<file path="src/rtl/boot_pkg.sv">
// Shared types and constants for the UART boot loader.
package boot_pkg;

    typedef enum logic [2:0] {
        S_SYNC,
        S_ADDR,
        S_LEN,
        S_DATA,
        S_CHK,
        S_DONE
    } boot_state_e;

    typedef enum logic [1:0] {
        RX_IDLE,
        RX_START,
        RX_BITS,
        RX_STOP
    } rx_state_e;

    localparam logic [7:0] SYNC_BYTE_DEF = 8'hA5;
    localparam int         ADDR_BYTES    = 4;
    localparam int         LEN_BYTES     = 4;

endpackage

</file>
<file path="src/rtl/boot_if.sv">
// Boot write port plus loader status, seen from the loader (master) and the memory/SoC side (slave).
interface boot_if;
    // Handshake: boot_wr_en is a one-cycle strobe with no ready; the slave must take
    // boot_wr_addr/boot_wr_data on every cycle boot_wr_en is high. Address/data hold otherwise.
    logic        boot_wr_en;
    logic [31:0] boot_wr_addr;
    logic [7:0]  boot_wr_data;
    logic        core_hold;
    logic        boot_done;
    logic        boot_err;

    modport master (
        output boot_wr_en, boot_wr_addr, boot_wr_data, core_hold, boot_done, boot_err
    );

    modport slave (
        input boot_wr_en, boot_wr_addr, boot_wr_data, core_hold, boot_done, boot_err
    );
endinterface

</file>
<file path="src/rtl/boot_uart_rx.sv">
// 8N1 UART receiver: 2-flop synchronizer, mid-bit sampling, glitch-rejecting start detection.
module boot_uart_rx
    import boot_pkg::*;
#(
    parameter int CLKS_PER_BIT = 434
) (
    input  logic      clk,
    input  logic      reset,
    input  logic      uart_rx,
    output logic      rx_valid,
    output logic [7:0] rx_byte,
    output logic      rx_ferr,
    output rx_state_e rx_state
);

    localparam logic [15:0] HALF_M1 = 16'(CLKS_PER_BIT / 2 - 1);
    localparam logic [15:0] FULL_M1 = 16'(CLKS_PER_BIT - 1);

    // [0],[1] form the synchronizer; [2] is the previous synchronized value for edge detect.
    logic [2:0]  sync_q;
    logic        rx_s;
    logic [15:0] cnt;
    logic [2:0]  bit_idx;
    logic [7:0]  shreg;

    assign rx_s = sync_q[1];

    always_ff @(posedge clk or negedge reset) begin
        if (!reset) begin
            sync_q   <= 3'b111;
            rx_state <= RX_IDLE;
            cnt      <= '0;
            bit_idx  <= '0;
            shreg    <= '0;
            rx_valid <= 1'b0;
            rx_byte  <= '0;
            rx_ferr  <= 1'b0;
        end else begin
            sync_q   <= {sync_q[1:0], uart_rx};
            rx_valid <= 1'b0;
            case (rx_state)
                RX_IDLE: begin
                    if (sync_q[2] && !rx_s) begin
                        rx_state <= RX_START;
                        cnt      <= '0;
                    end
                end
                RX_START: begin
                    if (cnt == HALF_M1) begin
                        cnt      <= '0;
                        bit_idx  <= '0;
                        rx_state <= rx_s ? RX_IDLE : RX_BITS;
                    end else begin
                        cnt <= cnt + 16'd1;
                    end
                end
                RX_BITS: begin
                    if (cnt == FULL_M1) begin
                        cnt     <= '0;
                        shreg   <= {rx_s, shreg[7:1]};
                        bit_idx <= bit_idx + 3'd1;
                        if (bit_idx == 3'd7) rx_state <= RX_STOP;
                    end else begin
                        cnt <= cnt + 16'd1;
                    end
                end
                RX_STOP: begin
                    if (cnt == FULL_M1) begin
                        cnt      <= '0;
                        rx_valid <= 1'b1;
                        rx_byte  <= shreg;
                        rx_ferr  <= !rx_s;
                        rx_state <= RX_IDLE;
                    end else begin
                        cnt <= cnt + 16'd1;
                    end
                end
                default: rx_state <= RX_IDLE;
            endcase
        end
    end

endmodule

</file>
<file path="src/rtl/boot_loader.sv">
// Frame parser: SYNC, ADDR, LEN, payload, XOR checksum; writes payload to the boot port
// and releases core_hold once the checksum matches.
module boot_loader
    import boot_pkg::*;
#(
    parameter int         CLKS_PER_BIT = 434,
    parameter logic [7:0] SYNC_BYTE    = SYNC_BYTE_DEF
) (
    input  logic        clk,
    input  logic        reset,
    input  logic        uart_rx,
    boot_if.master      bus,
    output boot_state_e dbg_state,
    output rx_state_e   dbg_rx_state
);

    boot_state_e state;
    logic        rx_valid;
    logic [7:0]  rx_byte;
    logic        rx_ferr;
    logic [31:0] addr;
    logic [31:0] len;
    logic [31:0] len_next;
    logic [31:0] idx;
    logic [7:0]  xor_acc;
    logic [1:0]  byte_cnt;
    logic        abort;

    boot_uart_rx #(.CLKS_PER_BIT(CLKS_PER_BIT)) u_rx (
        .clk      (clk),
        .reset    (reset),
        .uart_rx  (uart_rx),
        .rx_valid (rx_valid),
        .rx_byte  (rx_byte),
        .rx_ferr  (rx_ferr),
        .rx_state (dbg_rx_state)
    );

    assign dbg_state = state;
    assign len_next  = {rx_byte, len[31:8]};
    // A bad stop bit only matters mid-frame; while hunting for SYNC or after DONE it is dropped.
    assign abort     = rx_valid && rx_ferr && (state != S_SYNC) && (state != S_DONE);

    always_ff @(posedge clk or negedge reset) begin
        if (!reset) begin
            state            <= S_SYNC;
            addr             <= '0;
            len              <= '0;
            idx              <= '0;
            xor_acc          <= '0;
            byte_cnt         <= '0;
            bus.boot_wr_en   <= 1'b0;
            bus.boot_wr_addr <= '0;
            bus.boot_wr_data <= '0;
            bus.core_hold    <= 1'b1;
            bus.boot_done    <= 1'b0;
            bus.boot_err     <= 1'b0;
        end else begin
            bus.boot_wr_en <= 1'b0;
            if (abort) begin
                bus.boot_err <= 1'b1;
                state        <= S_SYNC;
            end else if (rx_valid && !rx_ferr) begin
                case (state)
                    S_SYNC: begin
                        if (rx_byte == SYNC_BYTE) begin
                            bus.boot_err <= 1'b0;
                            byte_cnt     <= '0;
                            idx          <= '0;
                            xor_acc      <= '0;
                            state        <= S_ADDR;
                        end
                    end
                    S_ADDR: begin
                        addr     <= {rx_byte, addr[31:8]};
                        byte_cnt <= byte_cnt + 2'd1;
                        if (byte_cnt == 2'(ADDR_BYTES - 1)) begin
                            byte_cnt <= '0;
                            state    <= S_LEN;
                        end
                    end
                    S_LEN: begin
                        len      <= len_next;
                        byte_cnt <= byte_cnt + 2'd1;
                        if (byte_cnt == 2'(LEN_BYTES - 1)) begin
                            byte_cnt <= '0;
                            state    <= (len_next == 32'd0) ? S_CHK : S_DATA;
                        end
                    end
                    S_DATA: begin
                        bus.boot_wr_en   <= 1'b1;
                        bus.boot_wr_addr <= addr + idx;
                        bus.boot_wr_data <= rx_byte;
                        xor_acc          <= xor_acc ^ rx_byte;
                        idx              <= idx + 32'd1;
                        if (idx == len - 32'd1) state <= S_CHK;
                    end
                    S_CHK: begin
                        if (rx_byte == xor_acc) begin
                            bus.boot_done <= 1'b1;
                            bus.core_hold <= 1'b0;
                            state         <= S_DONE;
                        end else begin
                            bus.boot_err <= 1'b1;
                            state        <= S_SYNC;
                        end
                    end
                    default: ;
                endcase
            end
        end
    end

endmodule

</file>
<file path="src/flat_wrapper.sv">
// flat-port wrapper written by rule: the top's interface ports become plain ports
module boot_loader_flat import boot_pkg::*;
#(
    parameter int         CLKS_PER_BIT = 434,
    parameter logic [7:0] SYNC_BYTE    = SYNC_BYTE_DEF
)
  (clk, reset, uart_rx, dbg_state, dbg_rx_state, bus_boot_wr_en, bus_boot_wr_addr, bus_boot_wr_data, bus_core_hold, bus_boot_done, bus_boot_err);
  boot_if bus_i ();
  input  logic clk;
  input  logic reset;
  input  logic uart_rx;
  output boot_state_e dbg_state;
  output rx_state_e dbg_rx_state;
  output wire logic [$bits(bus_i.boot_wr_en)-1:0] bus_boot_wr_en;
  output wire logic [$bits(bus_i.boot_wr_addr)-1:0] bus_boot_wr_addr;
  output wire logic [$bits(bus_i.boot_wr_data)-1:0] bus_boot_wr_data;
  output wire logic [$bits(bus_i.core_hold)-1:0] bus_core_hold;
  output wire logic [$bits(bus_i.boot_done)-1:0] bus_boot_done;
  output wire logic [$bits(bus_i.boot_err)-1:0] bus_boot_err;
  assign bus_boot_wr_en = bus_i.boot_wr_en;
  assign bus_boot_wr_addr = bus_i.boot_wr_addr;
  assign bus_boot_wr_data = bus_i.boot_wr_data;
  assign bus_core_hold = bus_i.core_hold;
  assign bus_boot_done = bus_i.boot_done;
  assign bus_boot_err = bus_i.boot_err;
  boot_loader #(.CLKS_PER_BIT(CLKS_PER_BIT), .SYNC_BYTE(SYNC_BYTE)) u_core (.clk(clk), .reset(reset), .uart_rx(uart_rx), .bus(bus_i), .dbg_state(dbg_state), .dbg_rx_state(dbg_rx_state));
endmodule
</file>
<file path="config.mk">
export PLATFORM = sky130hd
export DESIGN_NAME = boot_loader_flat
export DESIGN_NICKNAME = d
export VERILOG_FILES = /design/src/rtl/boot_pkg.sv /design/src/rtl/boot_if.sv /design/src/rtl/boot_uart_rx.sv /design/src/rtl/boot_loader.sv /design/src/flat_wrapper.sv
export SDC_FILE = /design/constraint.sdc
export NUM_CORES = 1
export LEC_CHECK = 0
export CORE_UTILIZATION = 35
export CTS_BUF_LIST = sky130_fd_sc_hd__clkbuf_8
export CTS_CLUSTER_SIZE = 28
export DETAILED_ROUTE_END_ITERATION = 6
export PLACE_DENSITY_LB_ADDON = 0.12
export RECOVER_POWER = 25
export SLEW_MARGIN = 40
export SYNTH_ARGS = -nofsm -noshare
export SYNTH_HDL_FRONTEND = slang
export SYNTH_SLANG_ARGS = --single-unit
export TNS_END_PERCENT = 10
</file>
<file path="constraint.sdc">
create_clock -name clk -period 2.95 [get_ports clk]
set_input_delay 0.59 -clock clk [delete_from_list [all_inputs] [get_ports clk]]
set_output_delay 0.59 -clock clk [all_outputs]
set_load 0.03 [all_outputs]
</file>
==> results of run 1 <==
==> placed cells by master, fill, tap and decap left out, types with 20 or more instances in the layout <==
cell type          n
nor3_1            20
clkdlybuf4s50_1   49
mux2_2            77
buf_4             97
a21oi_1           49
xnor2_1           52
xor2_1            45
nor2_1            82
ha_1              39
o21ai_0          101
nand3_1           31
nand2_1          118
nand4_1           21
inv_1             32
dfrtp_1          191
==> state kept, by name (all words and copies together) (netlist names), named ones only <==
register / count
u_core.addr: 32
u_core.bus.boot_done: 1
u_core.bus.boot_err: 1
u_core.bus.boot_wr_addr: 32
u_core.bus.boot_wr_data: 8
u_core.bus.boot_wr_en: 1
u_core.bus.core_hold: 1
u_core.byte_cnt: 2
u_core.dbg_state: 3
u_core.idx: 32
u_core.len: 32
u_core.u_rx.bit_idx: 3
u_core.u_rx.cnt: 16
u_core.u_rx.rx_byte: 8
u_core.u_rx.rx_ferr: 1
u_core.u_rx.rx_state: 1
u_core.u_rx.rx_valid: 1
u_core.u_rx.shreg: 8
u_core.u_rx.sync_q: 3
u_core.xor_acc: 8
==> power by group through the flow <==
stage                     clock [µW]  combinational, µW  sequential, µW
final                           1720                418            2780
after global routing            1890                475            2790
after CTS                       1790                428            2780
after detailed placement           0                426            2830
after global placement             0                416            2830
after floorplan                    0                260            2810
==> per-layer routing <==
metal  up-vias  routed length [µm]
met5         -                   0
met4         0                 309
met3        19                 994
met2       136               13400
met1      4314               14000
li1       4314                   -
==> stage by stage <==
step                TNS [ps]  power [µW]  util [%]  setup WS (ps)
floorplan                  0        3070         -            122
global placement       -29.9        3240      41.1          -29.9
detailed placement     -55.0        3250      41.1          -55.0
CTS                        0        5000      42.4           6.37
global route           -53.3        5160      42.6          -17.5
finish                     0        4920      42.6            100
==> kinds of logic after synthesis <==
logic type	after synthesis	synth area share, %
AND/OR/NAND/NOR	385	17.5
AO/OA/AOI/OAI	258	14.7
flip-flops	195	44.6
XOR/XNOR	97	7.75
multiplexers	80	8.19
buffers and inverters	77	2.64
adder cells (fa/ha/maj)	40	4.64
==> worst reg2reg max path, stage by stage (launching register included) <==
cell and delay, ps:
dfrtp_1 390, inv_1 70, ha_1 160, or3b_2 470, o41ai_2 280, nand4_1 100
or4_1 580, nor4_2 160, buf_4 160, a31oi_2 120, a22o_1 260
==> what timing repair did <==
action,CTS,global route
endpoints found under the hold margin,35,0
pin swaps,1,3
hold buffers,1,0
setup endpoints to repair,2,14
gates resized for setup,1,15
==> cell type report <==
class / count / area (µm²) / area share, %
sequential: 195 / 4880 / 37.4
inverter: 32 / 120 / 0.919
clock inverter: 15 / 148 / 1.13
timing repair buffer: 151 / 1290 / 9.87
multi-input combinational: 860 / 5900 / 45.1
tap: 396 / 495 / 3.79
clock buffer: 17 / 234 / 1.79
==> how the worst min path moves through the flow <==
| stage | start | endpoint | slack (ps) | depth (start not counted) |
|---|---|---|---|---|
| after floorplan | reset | async pin | 290 | 0 |
| after CTS | u_core.u_rx.sync_q[0] | u_core.u_rx.sync_q[1] | 360 | 0 |
| final | u_core.u_rx.sync_q[0] | u_core.u_rx.sync_q[1] | 370 | 0 |
| after global placement | u_core.u_rx.sync_q[0] | u_core.u_rx.sync_q[1] | 350 | 0 |
| after global routing | u_core.u_rx.sync_q[0] | u_core.u_rx.sync_q[1] | 370 | 0 |
| after detailed placement | u_core.u_rx.sync_q[0] | u_core.u_rx.sync_q[1] | 350 | 0 |
==> impl_metrics.yaml, run 1 <==
yosys:
  syn_area_per_cell_um2: 9.68
  most_common_library_cells_after_synthesis: "191 x dfrtp_1, 118 x nand2_1, 102 x o21ai_0"
  synth_cell_types: 65
  ys_seq_elements: 195
  synthesis.area_um2: 11000
  synth_async_sr_flop_share_pct: 100
  yosysSeqAreaShare_pct: 44.6
  synth_top_cell_area_share_pct: 43.6
  most_common_cell_in_the_synthesized_netlist: "dfrtp_1"
  netlist.top_cell.by_area: "dfrtp_1"
  yosys_warnings: 0
  synthTopCellsByArea: "dfrtp_1 44%, mux2_2 7.9%, o21ai_0 4.7%"
  synth_cells: 1132
  ys_dominant_reg_cell: "dfrtp_1"
  synth-edff-count: 0
  synth.net_count: 1175
detailed_routing:
  detailedRoute.firstIterationViolations: 543
  drtAntennaViolNets: 0
  drc: 0
  wl_per_cell_um: 17.2
  routed_wl_um: 28700
  drt-vias-per-instance: 5.27
  dr_total_vias: 8783
  detail_route.first_pass.iterations: 5
power_and_ir_drop:
  combPwrFrac_pct: 8.5
  pint_uw: 3480
  pwr_density_cell_nw_per_um2: 376
  p_leak_uw: 0.00623
  power_switching_share_pct: 29.3
  netSwitchingPower_uw: 1440
  seq_power_share_pct: 56.5
  ir_worst_vdd_v: 0.000336
  clkPwrFrac_pct: 35.0
final_layout:
  areaGrowthSynthToFinish_pct: 19.3
  final_layout_size_suffix_gt1_share_pct: 19.2
  antennaDiodeCount: 0
  final-instance-count-excl-fill: 1666
  design.final.nets: 1300
  fill_cells: 3019
  final_cell_area_um2: 13100
critical_path:
  critPathCaptureType: "flop"
  cp_num_cells: 10
  timing.critical_path.fanout_max: 3
  critical_path.startpoint_type: "flop"
  path_delay_family: "simple AND/OR/NAND/NOR gates"
  r2r.worst_path.cells: 10
  startpoint: "u_core.len[1]"
  reg2reg_setup_slack_ps: 100
  critPathMaxStageDelay_ps: 580
  crit_type: "reg2reg"
  critPathSlowestCell: "or4_1"
  path_buf_inv: 2
  rr_startpoint: "u_core.len[1]"
  arrival_ps: 3250
  critical_path_cell_by_cell: "inv_1 -> ha_1 -> or3b_2 -> o41ai_2 -> nand4_1 -> or4_1 -> nor4_2 -> buf_4 -> a31oi_2 -> a22o_1"
  critPathRequiredTime_ps: 3350
  crit-reg2reg-capture: "u_core.dbg_state[1]"
  capture_point_of_the_critical_path: "u_core.dbg_state[1]"
timing:
  final.hold.worst_slack_ps: 367
  worst_slew_margin_rel_pct: -24.9
  rsz0062_at_grt: "yes"
  timing_worst_slew_pin_value_ps: 1870
  final_period_minus_worst_setup_slack_ps: 2850
  hold_viol_final: 0
  slew_violations: 37
  timing.final.crit_share_pct: 96.6
  fmaxAchievable_mhz: 351
  clock-skew-final_ps: 19.7
  report.final.setup_viol: 0
clock_tree:
  cts.repair_timing.setup_buffer_count: 0
  ctsLongestPathBuffers: 2
  cts_made_buffers: 17
  root_buffer_master: "clkbuf_8"
  worstSkewPairLatency_ps: 510
  cts_htree_levels: 4
  cts_tree: "yes"
  cts.clk_slew.worst_paths_ps: 120
  numClockSinks: 195
placed_design:
  post-dp-hpwl_um: 21100
  post-place-cells: 1633
  placedInstanceArea_um2: 12600
  port-buffer-count: 51
  gpl.final_weighted_congestion: 0.855
global_route:
  grt_antenna_before_repair: 0
  globalRouteTotalUtil_pct: 18.7
  grt_overflow: 0
  grt_pass1_wl_um: 46100
  global_routing_usage_on_met1_pct: 26.4
  via_count_of_the_first_global_routing_pass: 8283
  grtUsageMet3_pct: 3.16
  gr-max-usage-layer: "met2"
  grtUsageMet2_pct: 29.4
  grt_start_max_net_pins: 69
die:
  die_height_um: 179
  std_cell_rows: 64
  core_region_area_um2: 30700
  die_area_um2: 32000
  start_util_pct: 35.7
  chipWidth_um: 179
  io_pins: 52
run_status:
  violations: "max-capacitance violations, max-slew violations"
  status: "finished, violations left"
hold_path:
  hold_path_class: "reg2reg"
run:
  cap_violations: 1
(Power assumes the default switching activity.)
==> run 2, diff against run 1 <==
Settings changed: DONT_BUFFER_PORTS set to 1, RECOVER_POWER 25 to 100.
==> impl_metrics.yaml, run 2 (synthesis gave the netlist of run 1 again) <==
detailed_routing:
  wl_met1_um: 14000
  drtAntennaViolNets: 0
  drc: 0
  routed-wl-met3_um: 762
  drt-vias-per-instance: 5.24
  met2_wirelength_um: 13100
  dr.max_layer_used: "met4"
  detailedRoute.firstIterationViolations: 411
  detail_route.first_pass.iterations: 5
  routed_wl_um: 28300
  dr_total_vias: 8554
  wl_per_cell_um: 17.3
placed_design:
  post-dp-hpwl_um: 20400
  gpl.final_weighted_congestion: 0.874
  port-buffer-count: 0
  place_worst_setup_slack_ps: -54.6
critical_path:
  critPathCaptureType: "flop"
  path_common_cell: "buf_4"
  timing.critical_path.fanout_max: 4
  reg2reg_setup_slack_ps: 110
  path_delay_family: "simple AND/OR/NAND/NOR gates"
  critical_path_cell_by_cell: "buf_4 -> or4_1 -> nor2_2 -> xnor2_1 -> o211ai_1 -> or4_4 -> nor4_2 -> buf_4 -> a31oi_2 -> a22o_1"
  critPathRequiredTime_ps: 3360
  critPathMaxStageDelay_ps: 580
  path_buf_inv: 2
  crit_type: "reg2reg"
  critical_path.startpoint_type: "flop"
  rr_startpoint: "u_core.len[0]"
  arrival_ps: 3240
  critPathSlowestCell: "or4_1"
  crit-reg2reg-capture: "u_core.dbg_state[1]"
  r2r.worst_path.cells: 10
die:
  chipWidth_um: 179
  core_region_area_um2: 30700
  io_pins: 52
  die_area_um2: 32000
  std_cell_rows: 64
  die_height_um: 179
  start_util_pct: 35.7
timing:
  slew_violations: 0
  worst_slew_margin_rel_pct: 21.0
  final_critical_path_setup_slack_ps: 113
  timing_worst_slew_pin_value_ps: 1180
  totalNegativeSetupSlack_ps: 0
  hold_viol_final: 191
  timing.final.crit_share_pct: 96.2
  clock-skew-final_ps: 20.1
  final.hold.worst_slack_ps: -233
  report.final.setup_viol: 0
  final_period_minus_worst_setup_slack_ps: 2840
  rsz0062_at_grt: "yes"
  fmaxAchievable_mhz: 352
global_route:
  globalRouteTotalUtil_pct: 18.7
  grt_start_max_net_pins: 196
  via_count_of_the_first_global_routing_pass: 8328
  grt_antenna_before_repair: 0
  grt_overflow: 0
  grt_pass1_wl_um: 46100
power_and_ir_drop:
  ir_worst_vdd_v: 0.000332
  clkPwrFrac_pct: 36.8
  power_switching_share_pct: 28.0
  p_leak_uw: 0.00612
  combPwrFrac_pct: 6.7
  pint_uw: 3530
  seq_power_share_pct: 56.5
  pwr_density_cell_nw_per_um2: 385
  netSwitchingPower_uw: 1370
final_layout:
  most-common-layout-cells: "189 x dfrtp_1, 117 x nand2_1, 108 x buf_4"
  design.final.nets: 1268
  fill_cells: 3117
  final_layout_size_suffix_gt1_share_pct: 22.1
  areaGrowthSynthToFinish_pct: 16.4
  layout_commonest_cell: "dfrtp_1"
  antennaDiodeCount: 0
  register_area_um2: 4890
  multi_input_area_um2: 5980
hold_path:
  hold_path_class: "in2async"
run_status:
  violations: "negative hold slack"
  status: "finished, violations left"
clock_tree:
  root_buffer_master: "clkbuf_8"
  ctsLongestPathBuffers: 2
  cts.clk_slew.worst_paths_ps: 110
  cts_tree: "yes"
  worstSkewPairLatency_ps: 510
  numClockSinks: 195
  cts_made_buffers: 17
  cts_htree_levels: 4
run:
  cap_violations: 0
run 2: cell types whose count changed in the layout (fill, tap and decap cells not counted), moves of 3 or more:
cell	delta
buf_4	+11
clkbuf_1	+4
clkdlybuf4s50_1	-49
clkbuf_2	+5
ha_4	+3
ha_1	-4
run 2: per-stage QoR:
| stage | instances | util, % | cell area (µm²) | power, µW | hold slack (ps) |
|---|---|---|---|---|---|
| 3_5_place_dp | 1593 | 39.6 | 12200 | 3180 | 300 |
| 3_3_place_gp | 1593 | 39.6 | 12200 | 3160 | 300 |
| 6_report | 1634 | 41.6 | 12800 | 4910 | -233 |
| 4_1_cts | 1625 | 41.0 | 12600 | 5020 | -281 |
| 5_1_grt | 1634 | 41.6 | 12800 | 5130 | -282 |
| 2_1_floorplan | 1132 | - | 11000 | 3070 | 294 |
run 2: how the worst max path moves through the flow:
stage                                   to  cells after the start           startpoint
4_1_cts                u_core.dbg_state[1]                     10        u_core.len[1]
5_1_grt        u_core.bus.boot_wr_addr[31]                     12       u_core.addr[1]
3_3_place_gp   u_core.bus.boot_wr_addr[29]                     11       u_core.addr[8]
3_5_place_dp           u_core.dbg_state[1]                     10        u_core.len[1]
6_report               u_core.dbg_state[1]                     10        u_core.len[0]
2_1_floorplan               u_core.idx[31]                      8  u_core.dbg_state[0]
run 2: metal layers:
layer | vias to the layer above | track usage [%]
met5 | - | 0
li1 | 4257 | -
met3 | 24 | 3.07
met4 | 0 | 5.65
met2 | 108 | 29.6
met1 | 4165 | 25.9
run 2: worst reg2reg max path: stages, from the launching register on:
cell and delay (ps):
dfrtp_1 390, buf_4 140, or4_1 580, nor2_2 120, xnor2_1 120, o211ai_1 100, or4_4 500, nor4_2 220
buf_4 160, a31oi_2 140, a22o_1 260
run 2: repair_timing:
item	4_1_cts	5_1_grt
setup buffers	0	9
gates resized for setup	3	38
pin swaps	2	17
setup endpoints to repair	6	12
endpoints found under the hold margin	195	191
run 2: final cells by class:
cell class,instances,area share (%)
inverters,32,0.942
flip-flops and latches,195,38.3
repair buffers,119,6.85
clock inverters,15,1.30
well taps,396,3.89
multi-input cells,860,46.9
clock buffers,17,1.83
run 2: power by group through the flow:
| stage | sequential, µW | combinational (µW) | clock [µW] |
|---|---|---|---|
| CTS | 2770 | 351 | 1900 |
| finish | 2770 | 330 | 1810 |
| global route | 2780 | 376 | 1980 |
| floorplan | 2810 | 260 | 0 |
| detailed placement | 2830 | 349 | 0 |
| global placement | 2820 | 338 | 0 |
==> run 3, diff against run 2 <==
Settings changed: HOLD_SLACK_MARGIN set to 0.03.
==> results of run 3 <==
No change in the layout: final DEF, timing and power equal those of run 2.
==> edit 1: new RTL, flow settings as in run 3 <==
Register the output `dbg_rx_state`, without a reset; this adds one clock of latency there. The other outputs are not delayed to match.
--- a/src/rtl/boot_loader.sv
+++ b/src/rtl/boot_loader.sv
@@ -13,6 +13,8 @@
     output boot_state_e dbg_state,
     output rx_state_e   dbg_rx_state
 );
+
+    rx_state_e dbg_rx_state_d;
 
     boot_state_e state;
     logic        rx_valid;
@@ -33,7 +35,7 @@
         .rx_valid (rx_valid),
         .rx_byte  (rx_byte),
         .rx_ferr  (rx_ferr),
-        .rx_state (dbg_rx_state)
+        .rx_state (dbg_rx_state_d)
     );
 
     assign dbg_state = state;
@@ -111,5 +113,9 @@
         end
     end
 
+    always_ff @(posedge clk) begin
+        dbg_rx_state <= dbg_rx_state_d;
+    end
+
 endmodule
 
Function: changed (a bounded check fails within 4 cycles, from zero or initial values and one cycle with reset low).
==> edit 1 against run 3 <==
- the run still ends with hold timing left
- sequential cell count up 2
- routed wire length is 1.9% higher
- core utilization decreased by 1.1 points
- worst setup slack got worse by 0.11 ns
- sequential share of layout area grew 1.0 points
- total power rose by 4.0%
- area after synthesis is 1.3% higher
- final cell count down 1.8%
- critical path depth grew 1
- cell area is 1.9% lower
- largest cell class unchanged
- largest power group unchanged
==> edit 1: results <==
export IMPL_synth_compound_area_frac=0.131
export IMPL_drt_iter0_markers=378
export IMPL_failed_checks="hold timing"
export IMPL_post_route_period_util=0.999
export IMPL_via_per_inst=5.22
export IMPL_hpwl_um=20900
export IMPL_grt_pass1_wl_um=47200
export IMPL_num_nets_final=1239
export IMPL_synthArstFlopShare=0.990
export IMPL_max_stage_delay_ns=0.50
export IMPL_track_usage=0.186
export IMPL_rrSetupSlack_ns=0.004
export IMPL_ys_types=82
export IMPL_power_clock_mw=1.93
export IMPL_maxSlewHeadroom=0.381
export IMPL_place_gp_congestion=0.876
export IMPL_slowest_stage="or4_4"
export IMPL_place_area_um2=12000
export IMPL_vias=8371
export IMPL_pg_seq_mw=2.85
export IMPL_power_leakage_nw=5.91
export IMPL_path_max_fanout=6
export IMPL_n_fill_cell=3129
export IMPL_routed_wl_um=28900
export IMPL_syn_inst=1129
export IMPL_synth_xor_area_frac=0.0837
export IMPL_status="finished, violations left"
export IMPL_holdWs_ns=-0.217
export IMPL_cp_data_arrival_time_ns=3.34
export IMPL_hold_violations=191
export IMPL_r2r_start="u_core.len[3]"
export IMPL_grt_pass1_vias=8465
export IMPL_synthAdderAreaFrac=0.0458
export IMPL_ir_drop_uv=406
export IMPL_rr_worst_depth=11
export IMPL_placedCellCount=1571
export IMPL_synthTopCellsByArea="dfrtp_1, mux2_2, nand2_1, o21ai_0, xnor2_1"
export IMPL_p_switching_mw=1.37
## edit 1: cell count changes after synthesis, sizes merged, moves of 5 or more
cell | before | now
inv | 32 | 22
nand2 | 118 | 152
nand2b | 6 | 11
nor2 | 83 | 66
nor4 | 15 | 20
o31ai | 17 | 10
or3 | 16 | 9
xnor2 | 52 | 57
## edit 1: area by class of cell
class,instances,area [um2],area share
clock buffer,21,289,0.0231
clock inverter,11,143,0.0114
inverter,23,86.3,0.00690
multi-input combinational,861,5910,0.472
sequential,197,4920,0.394
tap,396,495,0.0396
timing repair buffer,96,671,0.0536
## edit 1: per-layer routing
layer	wire, um	up-vias	track usage	share of wire
li1	-	4143	-	-
met1	13600	4103	0.243	0.47
met2	14000	99	0.314	0.49
met3	777	26	0.0340	0.027
met4	439	0	0.0523	0.015
met5	0	-	0	0
## edit 1: repair_timing
item	in CTS	in global routing
hold endpoints to repair	195	196
setup buffers	0	1
gates resized for setup	4	20
pin swaps	0	14
endpoints found under the setup margin	1	11
==> edit 2: new RTL, config.mk and constraints of run 3 <==
Made on the original files. `CLKS_PER_BIT` is set to 434 in 3 places; all go to 217.
--- a/src/rtl/boot_uart_rx.sv
+++ b/src/rtl/boot_uart_rx.sv
@@ -2,7 +2,7 @@
 module boot_uart_rx
     import boot_pkg::*;
 #(
-    parameter int CLKS_PER_BIT = 434
+    parameter int CLKS_PER_BIT = 217
 ) (
     input  logic      clk,
     input  logic      reset,
--- a/src/rtl/boot_loader.sv
+++ b/src/rtl/boot_loader.sv
@@ -3,7 +3,7 @@
 module boot_loader
     import boot_pkg::*;
 #(
-    parameter int         CLKS_PER_BIT = 434,
+    parameter int         CLKS_PER_BIT = 217,
     parameter logic [7:0] SYNC_BYTE    = SYNC_BYTE_DEF
 ) (
     input  logic        clk,
--- a/src/flat_wrapper.sv
+++ b/src/flat_wrapper.sv
@@ -1,7 +1,7 @@
 // flat-port wrapper written by rule: the top's interface ports become plain ports
 module boot_loader_flat import boot_pkg::*;
 #(
-    parameter int         CLKS_PER_BIT = 434,
+    parameter int         CLKS_PER_BIT = 217,
     parameter logic [7:0] SYNC_BYTE    = SYNC_BYTE_DEF
 )
   (clk, reset, uart_rx, dbg_state, dbg_rx_state, bus_boot_wr_en, bus_boot_wr_addr, bus_boot_wr_data, bus_core_hold, bus_boot_done, bus_boot_err);
Formal check against the unedited RTL: no difference found for any inputs over 10 cycles, from zero or initial values and one cycle with reset low; that may be too few to reach the edited logic, so the function may still have changed.
==> edit 2 against run 3 <==
- the flow finishes with violations (hold timing, setup timing)
- routed wire length grew 1.2%
- worst hold slack got worse by 0.00079 ns
- area after synthesis is 0.38% lower
- largest cell class unchanged
- worst setup slack worse by 0.23 ns
- maximum frequency is 7.6% lower
- cell area shrank 0.91%
- total power up 0.18%
- sequential cell count unchanged
- highest routed layer unchanged
==> edit 2: results <==
export IMPL_post_route_util=0.412
export IMPL_place_area_um2=12300
export IMPL_setup_violations=5
export IMPL_wl_met2_um=13700
export IMPL_synthArstFlopShare=1.00
export IMPL_failed_checks="hold timing, setup timing"
export IMPL_r2r_start="u_core.len[23]"
export IMPL_worst_r2r_endpoint="u_core.dbg_state[2]"
export IMPL_maxSlewHeadroom=0.00818
export IMPL_ir_drop_uv=392
export IMPL_root_buffer="clkbuf_8"
export IMPL_syn_inst=1140
export IMPL_num_nets_final=1285
export IMPL_antenna_found_initial=0
export IMPL_routed_wl_um=28700
export IMPL_vias=8508
export IMPL_wl_met1_um=13900
export IMPL_final_cells=1652
export IMPL_holdWs_ns=-0.234
export IMPL_power_leakage_nw=6.20
export IMPL_placedCellCount=1619
export IMPL_synth_common_cells="dfrtp_1, nand2_1, o21ai_0, nor2_1, mux2_2"
export IMPL_synthTopCellsByArea="dfrtp_1, mux2_2, nand2_1, o21ai_0, ha_1"
export IMPL_grt_pass1_vias=8319
export IMPL_drt_iter0_markers=440
export IMPL_ys_warn_count=0
export IMPL_hold_path_class="in -> async"
export IMPL_yosysSeqAreaShare=0.447
export IMPL_firstDrtPassIters=4
export IMPL_track_usage=0.190
export IMPL_wl_met3_um=793
export IMPL_tns_ns=-0.282
export IMPL_ys_types=75
export IMPL_cts_made_buffers=17
export IMPL_grt_pass1_wl_um=46700
export IMPL_status="finished, violations left"
export IMPL_place_gp_congestion=0.834
export IMPL_hold_violations=191
export IMPL_path_max_fanout=3
export IMPL_setup_ws_ns=-0.119
export IMPL_ctsHtreeMaxLevel=4
export IMPL_hpwl_um=21000
export IMPL_rr_worst_depth=9
export IMPL_n_fill_cell=3069
export IMPL_dr_max_layer_used="met4"
export IMPL_port_buffers=0
export IMPL_cp_data_arrival_time_ns=3.48
export IMPL_ys_flop_type="dfrtp_1"
export IMPL_antenna_left=0
export IMPL_grt_remaining_overflow=0
export IMPL_insertedDiodeCount=0
export IMPL_synth_net_count=1182
export IMPL_fin_skew_ns=0.0224
export IMPL_drive_above_1_share=0.205
-- edit 2: cell count changes after synthesis, moves of 4 or more --
cell	before	now
nand2_1	118	139
clkbuf_1	40	48
nor2b_1	14	6
or3_1	16	9
a21o_1	13	19
o21bai_1	8	2
o31ai_1	17	11
xor2_1	45	50
nand3_1	32	36
o211ai_1	6	2
or4_1	4	8
xnor2_1	52	48
-- edit 2: worst max-delay path: stages (launching register included) --
cell       delay (ns)
dfrtp_1          0.40
or4_4            0.53
or4b_4           0.52
or4_1            0.40
a222oi_1         0.22
nand4bb_1        0.16
nor4b_2          0.23
nand3_1          0.15
a21boi_2         0.19
o31ai_2          0.17
-- edit 2: power by group --
group	total (mW)	switching [mW]	internal, mW
logic	0.352	0.240	0.112
clock network	1.83	1.12	0.713
registers	2.73	0.0256	2.70
total	4.92	1.39	3.53
-- edit 2: cells by family (layout without fill, tap and decap cells) --
kind of cell / after synthesis / count (layout) / share of synthesized area
simple gates: 398 / 398 / 0.179
compound gates: 244 / 244 / 0.137
flops: 195 / 195 / 0.447
xor+xnor: 98 / 98 / 0.0786
buf+inv: 85 / 201 / 0.0296
mux: 80 / 80 / 0.0818
fa+ha+maj: 40 / 40 / 0.0463
-- edit 2: worst max-delay path by stage --
stage / from / cells after the start / slack [ns] / end
2_1_floorplan: u_core.len[21] / 10 / -0.08 / u_core.dbg_state[2]
3_3_place_gp: u_core.idx[7] / 11 / -0.16 / u_core.bus.boot_wr_addr[30]
3_5_place_dp: u_core.idx[7] / 11 / -0.15 / u_core.bus.boot_wr_addr[30]
4_1_cts: u_core.len[23] / 9 / -0.13 / u_core.dbg_state[2]
5_1_grt: u_core.len[0] / 12 / -0.30 / u_core.dbg_state[2]
6_report: u_core.len[23] / 9 / -0.12 / u_core.dbg_state[2]
-- edit 2: routing by layer --
layer  vias up  track usage
met5         -            0
met4         0       0.0491
met3        20       0.0311
met2       111        0.308
met1      4110        0.260
li1       4267            -
-- edit 2: layout make-up --
type,count,area share
Tap cell,396,0.0392
Sequential cell,195,0.387
Clock inverter,15,0.0129
Clock buffer,17,0.0185
Inverter,30,0.00891
Multi-Input combinational cell,860,0.456
Timing Repair Buffer,139,0.0779
-- edit 2: timing repair --
| action | CTS | global route |
|---|---|---|
| resized for setup | 5 | 9 |
| endpoints found under the hold margin | 195 | 191 |
| pin swaps | 2 | 0 |
| endpoints found under the setup margin | 6 | 10 |
| buffers inserted | 0 | 1 |
| gates cloned | 0 | 0 |
-- edit 2: metrics by stage --
step / setup WS [ns] / hold WS (ns) / power (mW)
finish: -0.119 / -0.234 / 4.92
floorplan: -0.0843 / 0.294 / 3.03
CTS: -0.130 / -0.278 / 5.02
detailed placement: -0.146 / 0.298 / 3.16
global placement: -0.160 / 0.298 / 3.15
global route: -0.297 / -0.282 / 5.14
